File: src/rtl/uart_pkg.sv
// Shared types and defaults for the UART transmit arbiter.
// Holds the controller state encoding and the default frame/requester/timeout sizes.
package uart_pkg;

   localparam int unsigned DEF_N       = 8;
   localparam int unsigned DEF_NREQ    = 4;
   localparam int unsigned DEF_TIMEOUT = 16;

   typedef enum logic [1:0] {
      ST_IDLE      = 2'd0,
      ST_START     = 2'd1,
      ST_WAIT_BUSY = 2'd2,
      ST_WAIT_DONE = 2'd3
   } state_t;

   // Index width for a requester count; never narrower than one bit.
   function automatic int unsigned idx_w(input int unsigned n);
      return (n > 1) ? $clog2(n) : 1;
   endfunction

endpackage

File: src/rtl/rr_arbiter.sv
// Combinational round-robin pick: first requester at or above the pointer, with wrap.
// Returns a one-hot grant, the winning index and whether anyone is requesting.
module rr_arbiter
   import uart_pkg::*;
#(
   parameter int unsigned NREQ = DEF_NREQ
) (
   input  logic [NREQ-1:0]         req_i,
   input  logic [idx_w(NREQ)-1:0]  rr_i,
   output logic [NREQ-1:0]         gnt_o,
   output logic [idx_w(NREQ)-1:0]  idx_o,
   output logic                    any_o
);

   localparam int unsigned IW = idx_w(NREQ);

   function automatic int wrap_idx(input logic [IW-1:0] base, input int off);
      return (int'(base) + off) % int'(NREQ);
   endfunction

   // Offset k is scanned outward from the pointer; the first hit wins.
   always_comb begin
      gnt_o = '0;
      idx_o = '0;
      any_o = 1'b0;
      for (int k = 0; k < int'(NREQ); k++) begin
         for (int p = 0; p < int'(NREQ); p++) begin
            if (!any_o && (p == wrap_idx(rr_i, k)) && req_i[p]) begin
               any_o    = 1'b1;
               gnt_o[p] = 1'b1;
               idx_o    = IW'(p);
            end
         end
      end
   end

endmodule

File: src/rtl/uart_tx_arbiter.sv
// Shares one uart_tx between NREQ requesters: round-robin grant, start pulse,
// busy handshake with a no-response timeout, and a done pulse per completed frame.
module uart_tx_arbiter
   import uart_pkg::*;
#(
   parameter int unsigned N       = DEF_N,
   parameter int unsigned NREQ    = DEF_NREQ,
   parameter int unsigned TIMEOUT = DEF_TIMEOUT
) (
   input  logic                    sysclk,
   input  logic                    reset_n,
   input  logic [NREQ-1:0]         req_valid_i,
   input  logic [NREQ*N-1:0]       req_data_i,
   output logic [NREQ-1:0]         req_ready_o,
   output logic                    tx_start_o,
   output logic [N-1:0]            tx_data_o,
   input  logic                    tx_busy_i,
   output logic                    done_o,
   output logic [idx_w(NREQ)-1:0]  done_id_o,
   output logic                    err_timeout_o
);

   localparam int unsigned IW = idx_w(NREQ);
   localparam int unsigned CW = $clog2(TIMEOUT + 1);

   state_t          r_state;
   state_t          w_next_state;
   logic [IW-1:0]   r_rr;
   logic [CW-1:0]   r_cnt;
   logic            r_tx_start;
   logic [N-1:0]    r_tx_data;
   logic            r_done;
   logic [IW-1:0]   r_done_id;
   logic            r_err;

   logic [NREQ-1:0] w_gnt;
   logic [IW-1:0]   w_idx;
   logic            w_any;
   logic [NREQ-1:0] w_ready;
   logic            w_transfer;
   logic            w_timeout;
   logic            w_frame_done;
   logic [N-1:0]    w_sel_data;
   logic [IW-1:0]   w_rr_next;

   rr_arbiter #(
      .NREQ (NREQ)
   ) u_rr_arbiter (
      .req_i (req_valid_i),
      .rr_i  (r_rr),
      .gnt_o (w_gnt),
      .idx_o (w_idx),
      .any_o (w_any)
   );

   always_comb begin
      w_sel_data = '0;
      for (int p = 0; p < int'(NREQ); p++) begin
         if (IW'(p) == w_idx) begin
            w_sel_data = req_data_i[p*int'(N) +: N];
         end
      end
   end

   assign w_rr_next = IW'((32'(w_idx) + 32'd1) % NREQ);

   // State register
   always_ff @(posedge sysclk) begin
      if (!reset_n) begin
         r_state <= ST_IDLE;
      end else begin
         r_state <= w_next_state;
      end
   end

   // Next-state logic
   always_comb begin
      w_next_state = r_state;
      case (r_state)
         ST_IDLE: begin
            if (w_transfer) begin
               w_next_state = ST_START;
            end
         end
         ST_START: begin
            w_next_state = ST_WAIT_BUSY;
         end
         ST_WAIT_BUSY: begin
            if (tx_busy_i) begin
               w_next_state = ST_WAIT_DONE;
            end else if (w_timeout) begin
               w_next_state = ST_IDLE;
            end
         end
         ST_WAIT_DONE: begin
            if (!tx_busy_i) begin
               w_next_state = ST_IDLE;
            end
         end
         default: begin
            w_next_state = ST_IDLE;
         end
      endcase
   end

   // Output decode; the grant is held off while the shared uart is still busy
   always_comb begin
      w_ready      = '0;
      w_transfer   = 1'b0;
      w_timeout    = 1'b0;
      w_frame_done = 1'b0;
      case (r_state)
         ST_IDLE: begin
            if (reset_n && !tx_busy_i && w_any) begin
               w_ready    = w_gnt;
               w_transfer = 1'b1;
            end
         end
         ST_WAIT_BUSY: begin
            w_timeout = !tx_busy_i && (r_cnt == CW'(TIMEOUT - 1));
         end
         ST_WAIT_DONE: begin
            w_frame_done = !tx_busy_i;
         end
         default: begin
         end
      endcase
   end

   // Frame latches, pulses, pointer and the saturating busy-wait counter
   always_ff @(posedge sysclk) begin
      if (!reset_n) begin
         r_rr       <= '0;
         r_cnt      <= '0;
         r_tx_start <= 1'b0;
         r_tx_data  <= '0;
         r_done     <= 1'b0;
         r_done_id  <= '0;
         r_err      <= 1'b0;
      end else begin
         r_tx_start <= w_transfer;
         r_done     <= w_frame_done;
         if (w_transfer) begin
            r_tx_data <= w_sel_data;
            r_done_id <= w_idx;
            r_rr      <= w_rr_next;
         end
         if (r_state == ST_START) begin
            r_cnt <= '0;
         end else if ((r_state == ST_WAIT_BUSY) && !tx_busy_i && (r_cnt != '1)) begin
            r_cnt <= r_cnt + CW'(1);
         end
         if (w_timeout) begin
            r_err <= 1'b1;
         end
      end
   end

   assign req_ready_o   = w_ready;
   assign tx_start_o    = r_tx_start;
   assign tx_data_o     = r_tx_data;
   assign done_o        = r_done;
   assign done_id_o     = r_done_id;
   assign err_timeout_o = r_err;

endmodule

File: config.mk
export PLATFORM = sky130hd
export DESIGN_NAME = uart_tx_arbiter
export DESIGN_NICKNAME = d
export VERILOG_FILES = /design/src/rtl/uart_pkg.sv /design/src/rtl/rr_arbiter.sv /design/src/rtl/uart_tx_arbiter.sv
export SDC_FILE = /design/constraint.sdc
export NUM_CORES = 1
export LEC_CHECK = 0
export CAP_MARGIN = 20
export CORE_ASPECT_RATIO = 0.9
export CORE_MARGIN = 5
export CORE_UTILIZATION = 24
export CTS_BUF_LIST = sky130_fd_sc_hd__clkbuf_4 sky130_fd_sc_hd__clkbuf_8 sky130_fd_sc_hd__clkbuf_16
export CTS_CLUSTER_DIAMETER = 30
export DETAILED_ROUTE_END_ITERATION = 6
export PLACE_DENSITY = 0.56
export SLEW_MARGIN = 20
export SYNTH_ARGS = -nofsm -noshare
export SYNTH_HDL_FRONTEND = slang
export SYNTH_SLANG_ARGS = --single-unit
File: constraint.sdc
create_clock -name sysclk -period 3.91 [get_ports sysclk]
set_input_delay 0.782 -clock sysclk [delete_from_list [all_inputs] [get_ports sysclk]]
set_output_delay 0.782 -clock sysclk [all_outputs]
set_load 0.03 [all_outputs]
# Word level (Yosys, flattened, before mapping)
# Cells that the tools add are included.
totals:
  ff_bits: 22
  input_bits: 39
  wordCells: 164
op_classes:
  addsub: 5
  eq_ne: 23
  mux: 60
  n_bitwise: 4
  n_reduce_logical: 64
op_table:
  columns: ["cell", "count"]
  rows:
  - ["zero test 32 bit", 4]
  - ["logical AND 1 bit", 36]
  - ["2-to-1 mux 2 bit", 18]
  - ["2-to-1 mux 1 bit", 35]
  - ["2-to-1 mux 8 bit", 4]
  - ["== test 3 bit, first input constant", 6]
  - ["zero test 1 bit", 16]
  - ["== test 2 x 3 -> 1 bit, first input constant", 3]
  - ["== test 2 bit, first input constant", 4]
  - ["2-to-1 mux 4 bit", 2]
  - ["one-hot mux 2 bit (4 select lines)", 1]
  - ["OR reduction 2 bit", 4]
  - ["adder 5 x 1 -> 5 bit, second input constant", 1]
  - ["== test 5 x 4 -> 1 bit, second input constant", 1]
  - ["!= test 5 bit, second input constant", 1]
  - ["adder 2 x 1 -> 2 bit, second input constant", 2]
  - ["adder 2 bit, second input constant", 2]
  - ["== test 1 x 2 -> 1 bit, first input constant", 2]
  - ["== test 2 bit, second input constant", 2]
  - ["zero test 2 bit", 2]
  - ["!= test 2 bit, second input constant", 2]
  - ["AND 1 bit, first input constant", 3]
  - ["!= test 3 bit, second input constant", 1]
  - ["AND reduction 3 bit", 1]
  - ["other kinds (3)", 3]

# Longest topological paths before layout
# Gate-level depths: netlist of the first run.
logic_depth:
  depth_word: 68
  depth_mapped: 12

# Modules after synthesis
# From an unflattened synthesis of the first run, not the netlist that was laid out.
unflattened:
  hier_cells: 163
  area_unflattened_um2: 1423.9
by_module_without_submodules:
  columns: ["mod", "instances", "cells_each", "area_per_inst_um2"]
  rows:
  - ["uart_tx_arbiter", 1, 129, 1204.9]
  - ["rr_arbiter", 1, 34, 219.0]

# Worst setup path after synthesis of the first run
# OpenSTA, ideal clock, no wires.
synth_timing:
  path_type: "input port to output port"
  start: "input port tx_busy_i"
  end: "output port req_ready_o[1]"
  arrival_time_ns: 2.150
  setup_slack_ns: 0.978
  cell_stages: 4
  path_cell_list: "clkbuf_1 -> a2111oi_4 -> buf_6 -> nor2b_1"
synth_via:
  elab_chain_len: 5
synth_rtl:
  columns: ["item", "line", "rtl"]
  rows:
  - ["from (decl)", "uart_tx_arbiter.sv:17", "input logic tx_busy_i,"]
  - ["zero test 1 bit", "uart_tx_arbiter.sv:114", "if (reset_n && !tx_busy_i && w_any) begin"]
  - ["logical AND 1 bit (2 in a row)", "uart_tx_arbiter.sv:114", null]
  - ["2-to-1 mux 4 bit", "uart_tx_arbiter.sv:114", null]
  - ["2-to-1 mux 4 bit", "uart_tx_arbiter.sv:112", "case (r_state)"]
  - ["to (decl)", "uart_tx_arbiter.sv:14", "output logic [NREQ-1:0] req_ready_o,"]
# Every way passes these cells.

# Final worst setup path of the first run
layout_timing:
  start: "input port req_valid_i[2]"
  end: "output port req_ready_o[3]"
layout_via:
  elab_chain_len: 57
  elab_cells_between_ends: 61
layout_rtl:
  columns: ["item", "line", "rtl"]
  rows:
  - ["from (decl)", "uart_tx_arbiter.sv:12", "input logic [NREQ-1:0] req_valid_i,"]
  - ["logical AND 1 bit", "rr_arbiter.sv:28", "if (!any_o && (p == wrap_idx(rr_i, k)) && req_i[p]) begin"]
  - ["2-to-1 mux 1 bit", "rr_arbiter.sv:28", null]
  - ["zero test 1 bit", "rr_arbiter.sv:28", null]
  - ["logical AND 1 bit (2 in a row)", "rr_arbiter.sv:28", null]
  - ["2-to-1 mux 1 bit", "rr_arbiter.sv:28", null]
  - ["zero test 1 bit", "rr_arbiter.sv:28", null]
  - ["logical AND 1 bit (2 in a row)", "rr_arbiter.sv:28", null]
  - ["2-to-1 mux 1 bit", "rr_arbiter.sv:28", null]
  - ["[... 37 more ...]", null, null]
  - ["logical AND 1 bit (2 in a row)", "rr_arbiter.sv:28", null]
  - ["2-to-1 mux 1 bit", "rr_arbiter.sv:28", null]
  - ["zero test 1 bit", "rr_arbiter.sv:28", null]
  - ["logical AND 1 bit (2 in a row)", "rr_arbiter.sv:28", null]
  - ["2-to-1 mux 1 bit", "rr_arbiter.sv:28", null]
  - ["logical AND 1 bit", "uart_tx_arbiter.sv:114", null]
  - ["2-to-1 mux 4 bit (*)", "uart_tx_arbiter.sv:114", null]
  - ["2-to-1 mux 4 bit (*)", "uart_tx_arbiter.sv:112", null]
# Mark *: on every way between the ends. The rest lies on a longest branch, timed or not.

==> results of run 1 <==
-- final timing paths --
| path | startpoint | end | slack, ps | cells past startpoint |
|---|---|---|---|---|
| worst max-delay path | req_valid_i[2] | req_ready_o[3] | 810 | 5 |
| worst min-delay path | err_timeout_o$_SDFFE_PN0P_ | err_timeout_o$_SDFFE_PN0P_ | 500 | 2 |
| worst max register to register | r_rr[1]$_SDFFE_PN0P_ | tx_data_o[0]$_SDFFE_PN0P_ | 1580 | 9 |
| worst min register to register | err_timeout_o$_SDFFE_PN0P_ | err_timeout_o$_SDFFE_PN0P_ | 500 | 2 |
-- layer usage --
| metal | track usage (%) | routed length, µm | vias to the layer above |
|---|---|---|---|
| met5 | 0 | 0 | - |
| met1 | 12.5 | 1610 | 623 |
| li1 | - | - | 685 |
| met4 | 1.36 | 20 | 0 |
| met3 | 3.25 | 222 | 2 |
| met2 | 18.0 | 1760 | 33 |
-- final cells by class --
class,instances,area (µm²)
sequential,22,440
timing repair buffer,57,556
inverter,10,37.5
multi-input combinational,122,800
fill,572,3360
clock buffer,3,41.3
tap,67,83.8
-- worst register-to-register path, delay by kind of cell (launching register included) --
kind            cells  cell delay, ps
compound gates      6            1010
flops               1             460
fa+ha+maj           1             390
simple gates        1             270
buf+inv             1              90
-- cell usage in the layout (no fill, tap or decap), drive strengths merged --
cell	instances
and2	2
and3	3
a211oi	1
o21ai	19
inv	10
xor2	2
ha	7
nor4b	1
nand2	15
buf	6
clkbuf	3
and4b	1
a31oi	3
nor2	10
xnor2	1
a31o	1
a2111o	1
nand4	1
o22ai	1
o221ai	3
dfxtp	22
a2111oi	1
clkdlybuf4s50	51
a21boi	3
nor2b	5
a22oi	8
a21oi	27
mux2i	2
nand2b	4
-- state kept, by name, summed over array words and instances (netlist names) --
name           cells
r_cnt              5
r_rr               2
err_timeout_o      1
done_o             1
done_id_o          2
r_state            2
tx_start_o         1
tx_data_o          8
-- kinds of logic after synthesis --
logic type / after synthesis / synth area share (%)
AOI/OAI and AO/OA: 68 / 33.0
and+or+nand+nor: 42 / 16.7
buffers and inverters: 22 / 7.30
DFF: 22 / 32.9
adders and majority gates: 7 / 6.55
xor gates and xnor gates: 3 / 1.96
muxes: 2 / 1.50
-- power by group through the flow --
stage	logic, mW	clock network [mW]	registers, mW
6_report	0.208	0.139	0.253
5_1_grt	0.230	0.152	0.256
4_1_cts	0.211	0.146	0.253
3_5_place_dp	0.210	0	0.258
3_3_place_gp	0.208	0	0.259
2_1_floorplan	0.113	0	0.272
==> results.yml, run 1 <==
run_status:
  status: "complete, no violations"
critical_path:
  critical-path-top-delay-family: "buffers and inverters"
  crit_path_cell_trace: "clkdlybuf4s50_1, nor2_1, o221ai_1, nor2b_1, buf_4"
  max_stage_delay_ps: 470
  cp-start-kind: "primary input"
  cpMaxStageDelayCell: "clkdlybuf4s50_1"
  cp-end-kind: "output port"
  critical_path_buf_inv_count: 2
  cp.arrival_ps: 2320
  worstPathRequired_ps: 3130
  worstPathMaxFanout: 8
  crit_type: "in -> out"
cells_and_area:
  area_delta_synth_final_pct: 46.4
  final_cell_count_no_fill: 281
  final_area_um2: 1960
  nets: 262
  final_util_pct: 36.8
  antenna_cells: 0
  drive_above_1_share_pct: 8.88
global_routing:
  grt_max_degree: 25
  grt_usage_pct: 10.2
  grt_pass1_vias: 1321
  grt_pass1_wl_um: 5870
  grt_overflow: 0
  antenna_found_initial: 0
clock_tree:
  cts.htree.levels: 1
  post_cts_buffers: 0
  cts_root_buf: "clkbuf_8"
  clock_sinks: 22
  path_clk_slew_ps: 80
  cts_buffers: 3
  cts_resized: 0
  clk_latency_ps: 260
  cts_tree: "done"
  cts.hold.buffers_added: 0
  clock_path_buffers: 2
placed_design:
  gp_congestion: 0.765
  port_buffers: 55
  placedCellCount: 278
  place_hpwl_um: 2740
  place_area_um2: 1920
  dp_slack_ps: 572
timing:
  clock_skew_ps: 0.659
  worst_slack_ps: 810
  period_share_pct: 79.3
  fin_setup_tns_ps: 0
  slew_headroom_pct: 61.1
  whs_ps: 503
  finalHoldViolations: 0
  rsz0062_at_grt: "false"
  fmax_ghz: 0.323
  final.min_clock_period_ps: 3100
  worstMarginPinSlew_ps: 583
  final-setup-viol-count: 0
  finalMaxSlewViolations: 0
synth:
  synth_top_cell_by_area: "dfxtp_1"
  synthTopCellsByCount: "a21oi_1 (22), dfxtp_1 (22), nand2_1 (15), o21ai_0 (14)"
  ys.flop_type: "dfxtp_1"
  ys_seq_area_share_pct: 32.9
  netlist_area_um2: 1340
  async_flop_share_pct: 0
  yosys-top-cells-area: "dfxtp_1 (33%), a21oi_1 (8.2%), ha_1 (6.5%), o21ai_0 (5.2%), a22oi_1 (4.5%)"
  ys_ff_latch: 22
  netlist.area_leader.share_pct: 32.9
  synth_edf_count: 0
  synth.avg_cell_area_um2: 8.06
  synth_fp_nets: 212
  yosysWarnings: 0
  ys_types: 32
  synth_cells: 166
floorplan:
  start_util_pct: 25.2
  coreArea_um2: 5320
  pin_count: 56
  rows: 25
  die_h_um: 80.8
  die_w_um: 88.7
  die_area_um2: 7170
drt:
  via_per_inst: 4.78
  ant_nets: 0
  route.vias.total: 1343
  wl_um: 3610
  drc: 0
  routedWlPerCell_um: 12.8
  drtIter0Drc: 55
  first_pass_iters: 4
job:
  cap_violations: 0
pwr:
  clockPowerShare_pct: 23.2
  power_density_nw_per_um2: 306
  pwr-share-comb_pct: 34.7
  switchingPower_mw: 0.192
  leakagePower_nw: 0.753
  cellInternalPower_mw: 0.409
  p_sw_share_pct: 31.9
  seqPwrFrac_pct: 42.2
  total_power_mw: 0.600
  ir_worst_vdd_v: 0.000178
worst_hold_path:
  hold_path.class: "reg -> reg"
Power figures use the tool's default switching activity.
==> run 2: changes to the inputs <==
==> constraint.sdc (replaced) <==
create_clock -name sysclk -period 2.95 [get_ports sysclk]
set_input_delay 0.59 -clock sysclk [delete_from_list [all_inputs] [get_ports sysclk]]
set_output_delay 0.59 -clock sysclk [all_outputs]
set_load 0.03 [all_outputs]
==> run 2 against run 1 <==
Against the previous run: combinational power up 36%; sequential cell count unchanged; cell count up 2.8%; largest power group unchanged.
==> results.yml, run 2 (synthesis results as in run 1) <==
global_routing:
  antenna_found_initial: 0
  grt_usage_pct: 9.98
  grt_pass1_vias: 1237
  grt_overflow: 0
  grt_max_degree: 25
  grt_pass1_wl_um: 5710
timing:
  finalHoldViolations: 0
  worstMarginPinSlew_ps: 520
  period_share_pct: 94.8
  rsz0062_at_grt: "false"
  fmax_ghz: 0.358
  clock_skew_ps: 4.46
  finalMaxSlewViolations: 0
  fin_setup_tns_ps: 0
  final-setup-viol-count: 0
  slew_headroom_pct: 65.3
  final.min_clock_period_ps: 2800
worst_hold_path:
  hold_path.class: "reg -> reg"
  hold_start: "err_timeout_o$_SDFFE_PN0P_"
critical_path:
  rr_startpoint: "r_rr[1]$_SDFFE_PN0P_"
  worstPathRequired_ps: 2360
  crit_top_cell: "buf_4"
  cpMaxStageDelayCell: "clkdlybuf4s50_1"
  cp.arrival_ps: 2210
  startpoint: "req_valid_i[0]"
  cp-start-kind: "primary input"
  r2r_setup_slack_ps: 740
  crit_end: "req_ready_o[3]"
  cp-end-kind: "output port"
  ff2ff_path_depth: 7
  max_stage_delay_ps: 550
  crit_type: "in -> out"
  rr_endpoint: "tx_data_o[3]$_SDFFE_PN0P_"
  worstPathMaxFanout: 6
  crit_path_cell_trace: "clkdlybuf4s50_1, nor2_1, buf_4, a2111oi_4, nor2b_1, buf_4"
drt:
  first_pass_iters: 4
  via_per_inst: 4.57
  wl_um: 3480
  route.vias.total: 1321
  drtIter0Drc: 50
  ant_nets: 0
  drc: 0
  routedWlPerCell_um: 12.0
floorplan:
  die_area_um2: 7170
  die_w_um: 88.7
  rows: 25
  pin_count: 56
  die_h_um: 80.8
  coreArea_um2: 5320
  start_util_pct: 25.2
pwr:
  ir_worst_vdd_v: 0.000216
  total_power_mw: 0.897
  power_density_nw_per_um2: 440
  leakagePower_nw: 0.800
cells_and_area:
  fill_cells: 578
  final_common_cell: "clkdlybuf4s50_1"
  nets: 269
  largest_reg_flops: 8
  final_cell_mix: "clkdlybuf4s50_1 (51), a21oi_1 (22), dfxtp_1 (22)"
  area_delta_synth_final_pct: 52.6
  antenna_cells: 0
  final_cell_count_no_fill: 289
  final_util_pct: 38.4
  drive_above_1_share_pct: 12.2
clock_tree:
  clock_path_buffers: 2
  path_clk_slew_ps: 80
  cts_resized: 0
  cts.htree.levels: 1
  cts_tree: "done"
  cts_root_buf: "clkbuf_8"
  cts.hold.buffers_added: 0
  cts_buffers: 3
  clock_sinks: 22
  clk_latency_ps: 260
  post_cts_buffers: 0
run_status:
  status: "complete, no violations"
placed_design:
  placedCellCount: 285
  gp_congestion: 0.739
  port_buffers: 55
  place_hpwl_um: 2710
job:
  cap_violations: 0
## run 2: per-stage QoR
| step | hold slack (ps) | setup slack [ps] | instance area, µm² |
|---|---|---|---|
| 6_report | 505 | 155 | 2040 |
| 5_1_grt | 556 | 44.3 | 2040 |
| 3_3_place_gp | 485 | 86.8 | 1970 |
| 4_1_cts | 522 | 157 | 2040 |
| 2_1_floorplan | 472 | 402 | 1340 |
| 3_5_place_dp | 495 | 103 | 1970 |
## run 2: where the power goes
group          internal (mW)  switching, mW
Sequential             0.317         0.0191
Clock                  0.181         0.0986
Combinational          0.141          0.141
Total                  0.639          0.259
## run 2: routing by layer
layer / share of wire [%] / global-route usage (%) / vias to the layer above
met2: 47 / 16.0 / 30
li1: - / - / 701
met3: 7.0 / 3.65 / 2
met5: 0 / 0 / -
met1: 45 / 12.9 / 588
met4: 0.46 / 1.81 / 0
## run 2: area by class of cell
cell class	instances	area, µm²	share of cell area [%]
Clock buffer	3	41.3	2.02
Clock inverter	1	30.0	1.47
Inverter	10	37.5	1.84
Multi-Input combinational cell	122	800	39.2
Sequential cell	22	440	21.6
Tap cell	67	83.8	4.11
Timing Repair Buffer	64	608	29.8
## run 2: how the worst min path moves through the flow
stage	end	cells after the start	slack, ps
after floorplan	r_cnt[3]$_SDFFE_PP0P_	2	470
after global placement	err_timeout_o$_SDFFE_PN0P_	2	490
after detailed placement	err_timeout_o$_SDFFE_PN0P_	2	490
after CTS	r_cnt[3]$_SDFFE_PP0P_	2	520
after global routing	tx_data_o[5]$_SDFFE_PN0P_	2	560
final	err_timeout_o$_SDFFE_PN0P_	2	510
## run 2: critical path: cells and delay by family
family | cells | cell delay, ps
buffers and inverters | 3 | 880
and+or+nand+nor | 2 | 290
AOI/OAI and AO/OA | 1 | 440
